===== src/rtl/divu_int_arbiter.sv =====
// Round-robin front end that shares one unsigned divider between CH requesters.
// Latches the winner's operands, pulses start/gnt, and routes the result back.
module divu_int_arbiter #(
    parameter int unsigned CH    = 4,
    parameter int unsigned WIDTH = 8
) (
    input  logic                  clk,
    input  logic                  rst,
    input  logic [CH-1:0]         req,
    input  logic [CH*WIDTH-1:0]   a_in,
    input  logic [CH*WIDTH-1:0]   b_in,
    output logic [CH-1:0]         gnt,
    output logic [CH-1:0]         res_valid,
    output logic [$clog2(CH)-1:0] res_ch,
    output logic [WIDTH-1:0]      res_val,
    output logic [WIDTH-1:0]      res_rem,
    output logic                  res_dbz,
    output logic                  busy,
    output logic                  div_start,
    output logic [WIDTH-1:0]      div_a,
    output logic [WIDTH-1:0]      div_b,
    input  logic                  div_done,
    input  logic                  div_dbz,
    input  logic [WIDTH-1:0]      div_val,
    input  logic [WIDTH-1:0]      div_rem
);

    localparam int unsigned CW = $clog2(CH);

    typedef enum logic [1:0] {
        StIdle,
        StStart,
        StWait
    } state_e;

    state_e          state_q, state_d;
    logic [CW-1:0]   rr_q, rr_d;
    logic [CW-1:0]   owner_q, owner_d;

    logic [CH-1:0]    gnt_d, res_valid_d;
    logic [CW-1:0]    res_ch_d;
    logic [WIDTH-1:0] res_val_d, res_rem_d;
    logic             res_dbz_d, busy_d, div_start_d;
    logic [WIDTH-1:0] div_a_d, div_b_d;

    logic            pick_valid;
    logic [CW-1:0]   pick;
    logic [31:0]     idx;

    // First requester at or after the round-robin pointer, wrapping.
    always_comb begin
        pick_valid = 1'b0;
        pick       = rr_q;
        idx        = '0;
        for (int unsigned i = 0; i < CH; i++) begin
            idx = (32'(rr_q) + i) % CH;
            if (!pick_valid && req[idx[CW-1:0]]) begin
                pick_valid = 1'b1;
                pick       = idx[CW-1:0];
            end
        end
    end

    always_comb begin
        state_d     = state_q;
        rr_d        = rr_q;
        owner_d     = owner_q;
        gnt_d       = '0;
        res_valid_d = '0;
        div_start_d = 1'b0;
        res_ch_d    = res_ch;
        res_val_d   = res_val;
        res_rem_d   = res_rem;
        res_dbz_d   = res_dbz;
        div_a_d     = div_a;
        div_b_d     = div_b;

        unique case (state_q)
            StIdle: begin
                if (pick_valid) begin
                    owner_d     = pick;
                    div_a_d     = a_in[32'(pick)*WIDTH +: WIDTH];
                    div_b_d     = b_in[32'(pick)*WIDTH +: WIDTH];
                    gnt_d[pick] = 1'b1;
                    div_start_d = 1'b1;
                    state_d     = StStart;
                end
            end
            // The divider cannot answer in the cycle it is started.
            StStart: begin
                state_d = StWait;
            end
            StWait: begin
                if (div_done) begin
                    res_val_d            = div_val;
                    res_rem_d            = div_rem;
                    res_dbz_d            = div_dbz;
                    res_ch_d             = owner_q;
                    res_valid_d[owner_q] = 1'b1;
                    if (32'(owner_q) == CH - 1) begin
                        rr_d = '0;
                    end else begin
                        rr_d = owner_q + CW'(1);
                    end
                    state_d = StIdle;
                end
            end
            default: begin
                state_d = StIdle;
            end
        endcase

        busy_d = (state_d != StIdle);
    end

    always_ff @(posedge clk) begin
        if (rst) begin
            state_q   <= StIdle;
            rr_q      <= '0;
            owner_q   <= '0;
            gnt       <= '0;
            res_valid <= '0;
            res_ch    <= '0;
            res_val   <= '0;
            res_rem   <= '0;
            res_dbz   <= 1'b0;
            busy      <= 1'b0;
            div_start <= 1'b0;
            div_a     <= '0;
            div_b     <= '0;
        end else begin
            state_q   <= state_d;
            rr_q      <= rr_d;
            owner_q   <= owner_d;
            gnt       <= gnt_d;
            res_valid <= res_valid_d;
            res_ch    <= res_ch_d;
            res_val   <= res_val_d;
            res_rem   <= res_rem_d;
            res_dbz   <= res_dbz_d;
            busy      <= busy_d;
            div_start <= div_start_d;
            div_a     <= div_a_d;
            div_b     <= div_b_d;
        end
    end

endmodule


===== config.mk =====
export PLATFORM = sky130hd
export DESIGN_NAME = divu_int_arbiter
export DESIGN_NICKNAME = d
export VERILOG_FILES = /design/src/rtl/divu_int_arbiter.sv
export SDC_FILE = /design/constraint.sdc
export NUM_CORES = 1
export LEC_CHECK = 0
export ABC_AREA = 1
export BUFFER_PORTS_ARGS = -buffer_cell sky130_fd_sc_hd__buf_2
export CELL_PAD_IN_SITES_DETAIL_PLACEMENT = 2
export CELL_PAD_IN_SITES_GLOBAL_PLACEMENT = 2
export CORE_MARGIN = 4
export CORE_UTILIZATION = 23
export CTS_CLUSTER_SIZE = 16
export DETAILED_ROUTE_END_ITERATION = 8
export PLACE_DENSITY = 0.8
export SLEW_MARGIN = 15
export SYNTH_ARGS = -nofsm -noshare
export SYNTH_HDL_FRONTEND = slang
export SYNTH_SLANG_ARGS = --single-unit

===== constraint.sdc =====
create_clock -name clk -period 2.5 [get_ports clk]
set_clock_uncertainty 0.1 [all_clocks]
set_input_delay 0.375 -clock clk [delete_from_list [all_inputs] [get_ports clk]]
set_output_delay 0.375 -clock clk [all_outputs]
set_load 0.005 [all_outputs]

==> run summary <==
The run finished with clean final reports. Number of synthesized register bits: 51. The launching element type of the critical path was a flip-flop.

The initial antenna violation count was 3. For this run, the number of Yosys warnings is 0. The longest clock path from root to sink contains 2 buffers.

The final layout contains routed wiring with a total length of 11.9 mm. Compared with the post-synthesis result, the final layout area differs by 32.2%. The ratio of cells with drive above 1 in the final layout came out at 0.311.

The final number of hold-violating endpoints was 0; the count of flip-flops with a built-in enable after synthesis was 0. The highest fanout seen on the critical path was 21; the final setup violation count was 0. Number of core rows: 41. Using the TritonRoute via totals, the vias-per-cell ratio works out to 4.48. The final total negative setup slack came out at 0 ns. The tools report the portion of the post-synthesis area used by sequential elements as 0.348. Global routing finished with a remaining overflow of 0. The area share of the largest cell type after synthesis came out at 0.348.

The later pin in the worst-skew pair is clocked with a latency of 0.29 ns. Entering global routing, the biggest net connects 37 pins. The worst setup path is captured at a flip-flop. The first global-routing pass estimated 19.5 mm of wire. The core region is 12,600 sq um. For the clock sink count, the log shows 51.

The async set-reset flop share out of synthesis is 0, and the number of buffers created by CTS is 5. After global routing, the most crowded layer is met2. The logs give 0 for the total DRC errors in the routed layout and 114 for the iteration-0 DRC count of the detailed router.

CTS built an H-tree with a depth of 2. Data on the critical path arrives at its endpoint at 2.38 ns. The number of buffer cells added on primary ports is 132.

The library cell with the highest instance count after synthesis is nand2_1. Clock-pin slew was measured on the worst setup and hold paths at 0.07 ns. Sorting the synthesized cells by how often they occur yields nand2_1 (143), nor2_1 (77), nand3_1 (59).

For the full die area, the log shows 14,600 sq um. The path category of the worst min-delay check is input pin to flip-flop. The final worst-path cycle share is 0.917, and the power per cell area is 689 nW/um^2. For the global routing usage on met1, the log shows 0.192. The top cell type by total area after synthesis was dfxtp_1. The met2 routing resource usage after global routing was 0.300; the gate count after technology mapping was 462. Setup repair after global routing left no endpoint under its margin.

In this run the remaining antenna-violating nets after routing total 0. Hold is met by 0.211 ns. Die width: 121 um.

The tools report the global-route usage over all layers as 0.165. The count of pins on the block boundary is 133. Routing usage on met3: 0.0513. After synthesis, the cell types taking the most area are dfxtp_1 (35%), nand2_1 (18%), nand3_1 (10%). The worst path needs 2.29 ns of the cycle, external delays included. Based on the critical path, the design can be clocked at up to 436 MHz.

The tool flagged a number of max-cap violations equal to 0. The detailed router placed 3,399 vias in this run. In the final design database the tool counted 676 nets. STA puts the critical path data required time at 2.59 ns. The congestion estimate from routability-driven global placement came to 0.895.

The post-synthesis net count was 554; the synthesized area per cell was 6.35 sq um. The remaining max-slew budget at the tightest pin is 0.554. TritonCTS built the clock tree. Synthesis instantiated 25 different standard cells from the library. Worst setup path category: flip-flop to flip-flop. The routed length per instance was 15.7 um.

For the count of final max-slew check failures, the log shows 0. The actual slew at the worst max-slew pin is 0.668 ns. The root buffer cell chosen for the clock tree is clkbuf_16. IR analysis of the VDD net gives a maximum drop of 261 uV. The number of detailed-routing iterations run before antenna repair is 4.

The die outline height was 121 um. In the synthesized netlist the dominant register cell turns out to be dfxtp_1. For this design, the CTS-stage hold fixing added 0 buffers. The run gives 3,850 as the via count of the first global-routing pass. The leakage power total is 2.21 nW. The tools report the detailed-placement wirelength estimate as 9.44 mm. In this run the post-CTS setup repair buffer count came out at 0. The netlist area before placement is 2940 sq um, and the number of inserted filler cells in the final layout is 1,556. The effective utilization at floorplan came out at 0.234.
cells by family after synthesis:
group / count (synthesis) / synth area share
simple gates: 314 / 0.476
buf+inv: 64 / 0.109
flops: 51 / 0.348
compound gates: 29 / 0.0503
fa+ha+maj: 4 / 0.0171
what timing repair did:
item                                    CTS  global route
endpoints found under the setup margin    0            16
resized for setup                         0             2
endpoints found under the hold margin     0             0
final timing paths:
check	from	endpoint	slack (ns)	depth (start not counted)
max	rr_q[0]$_SDFFE_PP0P_	div_b[4]$_SDFFE_PP0P_	0.21	14
min	div_val[0]	res_val[0]$_SDFFE_PP0P_	0.21	3
max reg2reg	rr_q[0]$_SDFFE_PP0P_	div_b[4]$_SDFFE_PP0P_	0.21	14
min reg2reg	res_ch[0]$_SDFFE_PP0P_	res_ch[0]$_SDFFE_PP0P_	0.40	1
registers in the layout (all words and copies together) (netlist names):
name / cells
busy: 1
div_a: 8
div_b: 8
div_start: 1
gnt: 4
owner_q: 2
res_ch: 2
res_dbz: 1
res_rem: 8
res_val: 8
res_valid: 4
rr_q: 2
state_q: 2
placed cells by master (no fill, tap or decap):
| master | Yosys | layout |
|---|---|---|
| ha_1 | 4 | 4 |
| clkinv_4 | 0 | 1 |
| nand3_1 | 59 | 59 |
| dfxtp_1 | 51 | 50 |
| nand2_2 | 23 | 23 |
| buf_12 | 0 | 1 |
| inv_4 | 1 | 1 |
| inv_1 | 37 | 37 |
| clkbuf_8 | 0 | 1 |
| nand2_8 | 1 | 2 |
| o21a_1 | 1 | 1 |
| dfxtp_2 | 0 | 1 |
| nor2_1 | 77 | 77 |
| nand3_2 | 1 | 1 |
| clkbuf_16 | 0 | 5 |
| clkinvlp_4 | 0 | 1 |
| a21oi_1 | 6 | 6 |
| buf_4 | 6 | 5 |
| nor3_1 | 4 | 4 |
| nand2_4 | 2 | 2 |
| buf_2 | 4 | 132 |
| o21ai_1 | 1 | 1 |
| nand2_1 | 143 | 143 |
| diode_2 | 0 | 1 |
| or2_2 | 1 | 1 |
| nor2_4 | 1 | 1 |
| o21ai_0 | 21 | 21 |
| nand4_4 | 2 | 2 |
| inv_2 | 2 | 2 |
layout make-up:
cell class / instances / area (sq um) / area share
clock buffers: 6 / 139 / 0.0358
diodes: 1 / 2.50 / 0.000645
inverters: 40 / 153 / 0.0393
flip-flops and latches: 51 / 1020 / 0.263
well taps: 172 / 215 / 0.0554
repair buffers: 138 / 718 / 0.185
multi-input cells: 348 / 1620 / 0.416
clock inverters: 2 / 16.3 / 0.00419
critical path: stages (launching register included):
cell     delay (ns)
dfxtp_1        0.34
buf_4          0.19
nand2_1        0.09
nand2_2        0.09
nand2_1        0.12
nand2_4        0.09
nor2_4         0.14
nand4_4        0.27
buf_4          0.32
nand3_1        0.12
nand2_1        0.07
nand2_1        0.05
nand3_1        0.09
nand2_1        0.07
inv_1          0.04
metrics by stage:
step | total power [mW] | instances | cell area, sq um | worst slack, ns | utilization
after CTS | 2.72 | 756 | 3860 | 0.0794 | 0.307
after floorplan | 1.63 | 462 | 2940 | 0.704 | -
after detailed placement | 1.99 | 748 | 3700 | 0.0999 | 0.295
final | 2.68 | 758 | 3880 | 0.208 | 0.309
after global placement | 1.94 | 748 | 3700 | 0.245 | 0.295
after global routing | 2.90 | 758 | 3880 | 0.000747 | 0.309
metal layers:
layer	routed length, um	share of wire
met1	4930	0.41
met2	5880	0.49
met3	966	0.081
met4	105	0.0088
met5	21	0.0018
power breakdown:
group / switching, mW / internal, mW
combinational: 0.634 / 0.350
clock: 0.308 / 0.400
sequential: 0.0637 / 0.918
No activity file was read; power rests on OpenSTA's default activity.
